$ cat config.mk
export PLATFORM = sky130hd
export DESIGN_NAME = excess3_encoder
export DESIGN_NICKNAME = d
export VERILOG_FILES = /design/src/rtl/excess3_encoder.sv
export SDC_FILE = /design/constraint.sdc
export NUM_CORES = 1
export LEC_CHECK = 0
export BUFFER_PORTS_ARGS = -buffer_cell sky130_fd_sc_hd__buf_4
export CORE_UTILIZATION = 40
export CTS_CLUSTER_SIZE = 8
export DETAILED_ROUTE_END_ITERATION = 6
export GPL_TIMING_DRIVEN = 0
export HOLD_SLACK_MARGIN = 0.08
export SYNTH_ARGS = -nofsm -noshare
export SYNTH_HDL_FRONTEND = slang
export SYNTH_SLANG_ARGS = --single-unit
$ cat constraint.sdc
create_clock -name clk -period 3.5 [get_ports clk]
set_input_delay 0.7 -clock clk [delete_from_list [all_inputs] [get_ports clk]]
set_output_delay 0.7 -clock clk [all_outputs]
set_load 0.01 [all_outputs]
$ cat src/rtl/excess3_encoder.sv
// excess3_encoder
// Multi-digit BCD to Excess-3 encoder. A packed BCD word is accepted over a
// valid/ready handshake, converted one digit per clock (least-significant
// digit first) by adding 3, and then held on an output valid/ready handshake
// together with a sticky flag marking any input digit above 9.
module excess3_encoder #(
  parameter int DIGITS = 4
) (
  input  logic                  clk,
  input  logic                  rst_n,
  input  logic                  in_valid,
  output logic                  in_ready,
  input  logic [4*DIGITS-1:0]   in_bcd,
  output logic                  out_valid,
  input  logic                  out_ready,
  output logic [4*DIGITS-1:0]   out_xs3,
  output logic                  out_err
);

  localparam int W    = 4 * DIGITS;
  // Keep the index at least one bit wide so DIGITS=1 still elaborates.
  localparam int IDXW = (DIGITS > 1) ? $clog2(DIGITS) : 1;
  localparam logic [IDXW-1:0] LAST_IDX = IDXW'(DIGITS - 1);

  typedef enum logic [1:0] {
    IDLE = 2'd0,
    CONV = 2'd1,
    HOLD = 2'd2
  } state_t;

  state_t            state_reg, state_next;
  logic [W-1:0]      src_reg,   src_next;
  logic [W-1:0]      res_reg,   res_next;
  logic              err_reg,   err_next;
  logic [IDXW-1:0]   idx_reg,   idx_next;

  // Per-digit converted value and invalid marker, computed for every source
  // digit; the FSM picks the one selected by idx each CONV cycle.
  logic [3:0]        digit_xs3 [DIGITS];
  logic [DIGITS-1:0] digit_bad;

  generate
    for (genvar gi = 0; gi < DIGITS; gi++) begin : g_digit
      // Add 3 to a legal digit; an illegal digit maps to the unused code 0000.
      always_comb begin
        digit_bad[gi] = (src_reg[4*gi +: 4] > 4'd9);
        digit_xs3[gi] = digit_bad[gi] ? 4'b0000 : (src_reg[4*gi +: 4] + 4'd3);
      end
    end
  endgenerate

  // State and datapath registers; reset returns everything to an empty IDLE.
  always_ff @(posedge clk or negedge rst_n) begin
    if (!rst_n) begin
      state_reg <= IDLE;
      src_reg   <= '0;
      res_reg   <= '0;
      err_reg   <= 1'b0;
      idx_reg   <= '0;
    end else begin
      state_reg <= state_next;
      src_reg   <= src_next;
      res_reg   <= res_next;
      err_reg   <= err_next;
      idx_reg   <= idx_next;
    end
  end

  // Next-state and datapath update: accept in IDLE, one digit per CONV edge,
  // wait for the consumer in HOLD.
  always_comb begin
    state_next = state_reg;
    src_next   = src_reg;
    res_next   = res_reg;
    err_next   = err_reg;
    idx_next   = idx_reg;

    case (state_reg)
      IDLE: begin
        if (in_valid) begin
          src_next   = in_bcd;
          res_next   = '0;
          err_next   = 1'b0;
          idx_next   = '0;
          state_next = CONV;
        end
      end

      CONV: begin
        for (int i = 0; i < DIGITS; i++) begin
          if (idx_reg == IDXW'(i)) begin
            res_next[4*i +: 4] = digit_xs3[i];
            if (digit_bad[i]) begin
              err_next = 1'b1;
            end
          end
        end
        idx_next = idx_reg + IDXW'(1);
        if (idx_reg == LAST_IDX) begin
          state_next = HOLD;
        end
      end

      HOLD: begin
        if (out_ready) begin
          state_next = IDLE;
        end
      end

      default: begin
        state_next = IDLE;
      end
    endcase
  end

  // Handshake outputs depend on state only; the result registers drive data.
  always_comb begin
    in_ready  = (state_reg == IDLE);
    out_valid = (state_reg == HOLD);
    out_xs3   = res_reg;
    out_err   = err_reg;
  end

endmodule

## Yosys cells after proc, flatten, opt, wreduce, memory -nomap -nowiden

Cells that the tools add are included.

- Add/sub/neg operators: 5
- $lt $le $gt $ge: 4
- Eq/ne operators: 11
- Mux-type cells: 26
- Reduce and logical (&&, ||, !) cells: 10

Operators with widths:

| cell | count |
|---|---|
| $mux W4 | 8 |
| $pmux W16 S2 | 1 |
| $add A4 B2 Y4 const B | 4 |
| $gt A4 B4 Y1 const B | 4 |
| $mux W16 | 1 |
| $reduce_and A3 Y1 | 5 |
| $ne A2 B2 Y1 const B | 5 |
| $mux W1 | 9 |
| $mux W2 | 4 |
| $eq A2 B2 Y1 const B | 3 |
| $pmux W2 S3 | 1 |
| $eq A2 B1 Y1 const B | 2 |
| $logic_not A2 Y1 | 2 |
| $pmux W2 S2 | 1 |
| $reduce_and A2 Y1 | 2 |
| $add A2 B1 Y2 const B | 1 |
| $ne A2 B1 Y1 const B | 1 |
| $pmux W1 S2 | 1 |
| $reduce_bool A2 Y1 | 1 |

- Register bits: 37
- Bits of input ports: 20
- Output and inout port bits: 19
- Logic and storage cells: 64

## Longest topological paths before layout

Gate-level depths: netlist (run 1).

- Word-level depth: 10
- Mapped depth: 6
- Mapped depth without buffers: 6

## Least setup slack after synthesis (run 1)

No wires, ideal clock.

- Path kind: input port to flip-flop
- From: input in_valid
- To: register res_reg[4] (netlist: out_xs3[4])
- Setup time: 95 ps
- Data arrival time: 1,376 ps
- Setup slack: 2,029 ps
- Stages: 4
- Buffers on the path: 1
- Cell sequence: nor3b_4 -> buf_6 -> nor3_1 -> o31ai_1

- Word-level cells in the longest chain between the ends: 2

RTL lines:

| element | line | RTL |
|---|---|---|
| from (decl) | 11 | `input logic in_valid,` |
| $ne A2 B2 Y1 (no line) | -- |  |
| $reduce_and A3 Y1 (no line) | -- |  |
| to (signal assigned) | 63 | `res_reg <= res_next;` |
| to (decl) | 33 | `logic [W-1:0] res_reg, res_next;` |

Every way passes these cells.
A chain may end at the register's enable or synchronous reset.

## Worst setup path after layout (run 1)

- From: register state_reg[1]
- To: output out_valid

- Word-level cells in the longest chain between the ends: 1

RTL lines:

| element | line | RTL |
|---|---|---|
| from (decl) | 31 | `state_t state_reg, state_next;` |
| from (signal assigned) | 61 | `state_reg <= state_next;` |
| $eq A2 B2 Y1 | 119 | `out_valid = (state_reg == HOLD);` |
| to (decl) | 14 | `output logic out_valid,` |

Every way passes these cells.

==> results of run 1 <==
[power by group through the flow]
stage | clock [mW] | sequential (mW) | combinational [mW]
CTS | 0.340 | 0.777 | 1.12
floorplan | 0 | 0.792 | 0.738
detailed placement | 0 | 0.785 | 1.12
finish | 0.334 | 0.777 | 1.11
global route | 0.357 | 0.806 | 1.25
global placement | 0 | 0.780 | 1.10
[through the flow]
| stage | worst slack, ps | util [%] | hold WS (ps) |
|---|---|---|---|
| floorplan | 2030 | - | 404 |
| global placement | 1710 | 50.1 | 466 |
| detailed placement | 1700 | 50.1 | 473 |
| CTS | 1590 | 52.4 | 376 |
| global route | 1520 | 52.4 | 401 |
| finish | 1600 | 52.4 | 359 |
[final cells by class]
cell class                 count  area share [%]
tap                           52            2.79
clock inverter                 1           0.215
buffer                         7            2.15
inverter                      12            1.93
clock buffer                   7            4.14
timing repair buffer          38            12.3
multi-input combinational    141            36.8
sequential                    37            39.8
[layer usage]
layer / global-route usage, % / share of wire (%) / routed length, µm
met5: 0 / 0 / 0
met4: 7.48 / 1.7 / 70
met3: 4.62 / 4.8 / 196
met2: 28.3 / 45 / 1840
met1: 23.6 / 48 / 1940
[cells in the mapped netlist (2+ instances only)]
cell | number | area, µm²
a22o_1 | 2 | 17.5
o21bai_1 | 3 | 22.5
nor2_1 | 3 | 11.3
a32o_1 | 2 | 20.0
o211ai_1 | 2 | 15.0
o21ai_0 | 16 | 80.1
dfrtp_1 | 37 | 926
buf_2 | 4 | 20.0
o31ai_1 | 13 | 97.6
buf_6 | 2 | 22.5
ha_1 | 12 | 150
xor2_1 | 4 | 35.0
a21o_1 | 3 | 22.5
nand2_1 | 57 | 214
nor2b_1 | 3 | 18.8
nor3_1 | 8 | 40.0
inv_1 | 12 | 45.0
nand2b_1 | 2 | 12.5
[cells by family (layout without fill, tap and decap cells)]
family	after synthesis	after routing	share of synthesized area [%]
XOR/XNOR	4	4	1.87
buffers and inverters	19	65	5.07
multiplexers	2	2	1.13
adder cells (fa/ha/maj)	12	12	8.00
AO/OA/AOI/OAI	46	46	16.9
flip-flops	37	37	49.3
AND/OR/NAND/NOR	77	77	17.7
[worst register-to-register path: stages (launching register included)]
cell	delay, ps
dfrtp_1	420
inv_1	90
ha_1	280
and2_1	180
a32oi_1	210
o211ai_1	130
a22o_1	210
[path summary, 6_finish.rpt]
path                              startpoint     endpoint  slack, ps  depth (start not counted)
worst max-delay path            state_reg[1]    out_valid       1600                          3
worst min-delay path                   rst_n   out_xs3[4]        360                          1
worst max register to register    idx_reg[0]      out_err       1880                          6
worst min register to register   out_xs3[10]  out_xs3[10]        480                          2
max in group asynchronous              rst_n  src_reg[10]       2800                          1
min in group clk                 out_xs3[10]  out_xs3[10]        480                          2
==> run_results.csv, run 1 <==
group,metric,value,unit
outcome,outcome,"finished with violations",
outcome,failed_checks,"DRC",
cts,cts_buffer_depth,2,
placement,dp_hpwl,2840,µm
drt,wl_per_cell,13.7,µm
pwr,power,2.22,mW
die,core_area,4440,µm²
sta,period_share,54.2,%
cts,post_cts_buffers,0,
final_layout,most-common-layout-cells,"57 x nand2_1, 39 x buf_4, 37 x dfrtp_1",
global_route,grt_pass1_vias,1409,
hold_path,worstHoldPathType,"in -> async",
cts,clk_pin_slew,80,ps
yosys,synth_cell_types,30,
pwr,p_leak,1.17,nW
global_route,grt_remaining_overflow,0,
yosys,yosys_warnings,0,
drt,ant_nets,0,
sta,max_freq,527,MHz
die,fp.dieW,70.5,µm
sta,drv_slew,0,
final_layout,finalNonFillerCells,295,
setup_path,path_class,"reg -> out",
drt,routed-via-count,1508,
sta,final.setup.tns,0,ps
pwr,cellPowerDensity,953,nW/µm²
pwr,p_sw,0.921,mW
final_layout,final_area,2330,µm²
final_layout,final_nets,274,
final_layout,fillers,431,
cts,cts_tree,"built",
global_route,antenna_found_initial,0,
yosys,synth_edf_count,0,
cts,clockRootBuffer,"clkbuf_8",
setup_path,cp.required,2800,ps
sta,rsz0062_at_grt,"false",
pwr,seq_power_share,35.0,%
setup_path,slowest_delay,320,ps
placement,placed_cells,287,
placement,port_buffers,38,
final_layout,final_layout_size_suffix_gt1_share,23.0,%
pwr,p_int,1.30,mW
cts,ctsHoldBuffers,0,
drt,dr.first_iter.drc_count,80,
die,start_util,42.2,%
global_route,grt_pass1_wl,6740,µm
final_layout,insertedDiodeCount,0,
sta,skew,5.99,ps
cts,clk_latency,300,ps
drt,drc_errors,8,
sta,worst_pin_slew,479,ps
yosys,syn_inst,197,
setup_path,path_max_fanout,10,
setup_path,worstSetupEndpointType,"primary output",
yosys,seq_area_frac_synth,49.3,%
drt,wirelength,4050,µm
setup_path,worst_path_dominant_cell_family,"buffers and inverters",
setup_path,cp_cell_sequence,"buf_2 > nor2b_1 > buf_4",
setup_path,startpoint_type,"flip-flop",
cts,numCtsBuffers,5,
pwr,clkPwrFrac,15.1,%
sta,min_period,1900,ps
yosys,syn_nets,229,
yosys,async_flop_share,100,%
cts,cts_resized,0,
drt,routed_via_density,5.11,
run,drv_cap,0,
die,rows,24,
yosys,synthFlopType,"dfrtp_1",
pwr,swShare,41.5,%
yosys,postSynthAreaPerCell,9.53,µm²
die,fp.dieH,70.5,µm
final_layout,multiInputGateArea,856,µm²
die,die_area,4970,µm²
global_route,track_usage,18.0,%
sta,finalSetupViolCount,0,
sta,hold_violations,0,
setup_path,arrival,1200,ps
sta,max-slew-margin-rel,68.0,%
pwr,ir_drop,0.329,mV
placement,placed_area,2230,µm²
global_route,grt_max_degree,38,
final_layout,final_common_cell,"nand2_1",
die,ios,39,
drt,firstDrtPassIters,6,
final_layout,ff_latch_area,926,µm²
pwr,comb_power_share,49.9,%
yosys,netlist_area,1880,µm²
yosys,ys_ff_latch,37,
placement,place_congestion,0.749,
final_layout,layout-area-overhead-vs-synth,24.1,%
cts,cts_sinks,37,
setup_path,path_buf_inv,2,
cts,htree_levels,2,
setup_path,crit_path_top_delay_cell,"dfrtp_1",
Note: power is estimated with default switching activity, not from simulation.
==> run 2, diff against run 1 <==
ABC_AREA = 1   (was unset)
clock period = 2 ns   (was 3.5 ns; I/O delays follow)
==> run 2 against run 1 <==
Compared with the run above: the run now ends clean; utilization is 0.18 points lower; register-to-register slack worse by 1300 ps; first-iteration DRC count is 38% lower; synthesized cell count is 4.6% higher; highest routed layer unchanged.
==> run_results.csv, run 2 <==
group,metric,value,unit
outcome,outcome,"complete, no violations",
final_layout,final_common_cell,"buf_4",
yosys,synth_top_cell_by_area,"dfrtp_1",
sta,period_share,72.6,%
drt,ant_nets,0,
die,core_area,4410,µm²
yosys,synthTopCellsByArea,"dfrtp_1 50%, ha_1 8.1%, nand2_1 5.6%, nand3_1 5.6%, inv_1 5.0%",
setup_path,arrival,1630,ps
setup_path,startpoint_type,"flip-flop",
final_layout,layout-area-overhead-vs-synth,23.8,%
drt,routed_via_density,4.92,
sta,min_period,1450,ps
yosys,synthTopCellsByCount,"37 x dfrtp_1, 28 x nand2_1, 25 x inv_1",
drt,routed-via-count,1500,
yosys,synth_cell_types,21,
hold_path,worstHoldPathType,"in -> reg",
global_route,grt_pass1_wl,6490,µm
drt,wirelength,3800,µm
cts,cts_sinks,37,
yosys,syn_inst,206,
sta,finalSetupViolCount,0,
drt,firstDrtPassIters,4,
placement,place_congestion,0.794,
setup_path,worst_path_dominant_cell_family,"compound AO/OA/AOI/OAI gates",
die,die_area,4930,µm²
sta,max_freq,689,MHz
final_layout,post-route-util,52.2,%
yosys,yosysMostFrequentCell,"dfrtp_1",
yosys,netlist_area,1860,µm²
setup_path,crit_start,"src_reg[0]",
sta,max-slew-margin-rel,68.9,%
pwr,power,3.54,mW
setup_path,r2r_end,"out_xs3[1]",
cts,cts_buffer_depth,2,
cts,numCtsBuffers,5,
cts,clk_pin_slew,80,ps
pwr,ir_drop,0.604,mV
sta,worst_pin_slew,466,ps
setup_path,reg2regPathDepth,6,
placement,port_buffers,38,
global_route,antenna_found_initial,0,
setup_path,path_max_fanout,3,
global_route,grt_pass1_vias,1464,
placement,dp_hpwl,2710,µm
setup_path,crit_path_top_delay_cell,"dfrtp_1",
sta,hold_slack,278,ps
sta,skew,6.50,ps
sta,hold_violations,0,
drt,dr.first_iter.drc_count,50,
hold_path,holdPathStages,2,
setup_path,cp_cell_sequence,"inv_1 > ha_1 > o21ai_0 > nand2_1 > nand3_1 > o22ai_1",
cts,clockRootBuffer,"clkbuf_8",
drt,wl_per_cell,12.5,µm
final_layout,insertedDiodeCount,0,
global_route,track_usage,17.0,%
final_layout,most-common-layout-cells,"38 x buf_4, 37 x dfrtp_1, 28 x nand2_1",
cts,cts_tree,"built",
pwr,cellPowerDensity,1540,nW/µm²
yosys,synth_top_area_share,49.7,%
sta,final.setup.tns,0,ps
yosys,seq_area_frac_synth,49.7,%
sta,rsz0062_at_grt,"false",
setup_path,cp_num_cells,6,
global_route,grt_remaining_overflow,0,
die,fp.dieH,70.2,µm
setup_path,slowest_delay,370,ps
setup_path,crit_end,"out_xs3[1]",
die,fp.dieW,70.2,µm
die,rows,24,
run,drv_cap,0,
final_layout,final_layout_size_suffix_gt1_share,26.5,%
yosys,synthFlopType,"dfrtp_1",
final_layout,final_nets,284,
setup_path,cp.required,2180,ps
setup_path,reg2reg_from,"src_reg[0]",
setup_path,regToRegSetupSlack,550,ps
die,ios,39,
yosys,syn_nets,238,
yosys,async_flop_share,100,%
setup_path,worstSetupEndpointType,"flip-flop",
yosys,yosys_warnings,0,
setup_path,path_class,"reg -> reg",
drt,drc_errors,0,
yosys,synth_edf_count,0,
yosys,ys_ff_latch,37,
cts,clk_latency,290,ps
setup_path,path_buf_inv,1,
pwr,p_leak,1.21,nW
sta,drv_slew,0,
global_route,grt_max_degree,38,
cts,htree_levels,2,
yosys,postSynthAreaPerCell,9.04,µm²
die,start_util,42.2,%
==> run 2: final cells by class <==
type | instances | area (µm²)
fill | 451 | 2110
sequential | 37 | 926
multi-input combinational | 138 | 795
timing repair buffer | 39 | 295
inverter | 26 | 97.6
clock buffer | 6 | 72.6
tap | 52 | 65.1
buffer | 5 | 43.8
clock inverter | 2 | 10.0
==> run 2: layer usage <==
metal / share of wire, % / vias to the layer above / track usage, % / wire length [µm]
li1: - / 762 / - / -
met3: 3.4 / 5 / 3.90 / 130
met2: 47 / 28 / 27.2 / 1790
met4: 1.3 / 0 / 7.33 / 51
met5: 0 / - / 0 / 0
met1: 48 / 705 / 21.9 / 1820
==> run 2: worst min path at each step <==
stage	slack [ps]	end	startpoint
final	280	state_reg[1]	out_ready
after global routing	280	state_reg[1]	out_ready
after CTS	270	state_reg[1]	out_ready
after detailed placement	400	out_xs3[8]	rst_n
after global placement	390	out_xs3[8]	rst_n
after floorplan	100	idx_reg[0]	rst_n
==> run 2: logic make-up after synthesis <==
kind of cell / count (synthesis) / synth area share (%)
flops: 37 / 49.7
buf+inv: 31 / 7.59
simple gates: 79 / 19.1
fa+ha+maj: 12 / 8.06
compound gates: 43 / 13.6
xor+xnor: 4 / 1.88
==> run 2: repair_timing <==
item | in CTS | in global routing
hold buffers | 1 | 0
endpoints found under the hold margin | 30 | 0
gates resized for setup | 0 | 0
buffers inserted | 0 | 0
endpoints found under the setup margin | 0 | 0
==> run 2: power breakdown <==
group | internal, mW | switching (mW)
combinational | 0.722 | 1.04
sequential | 1.07 | 0.194
clock | 0.242 | 0.274
==> run 2: stage by stage <==
| step | instance area [µm²] | std cells | setup WS [ps] |
|---|---|---|---|
| after CTS | 2300 | 305 | 544 |
| after global routing | 2300 | 305 | 399 |
| after global placement | 2210 | 296 | 553 |
| final | 2300 | 305 | 548 |
| after floorplan | 1860 | 206 | 721 |
| after detailed placement | 2210 | 296 | 555 |
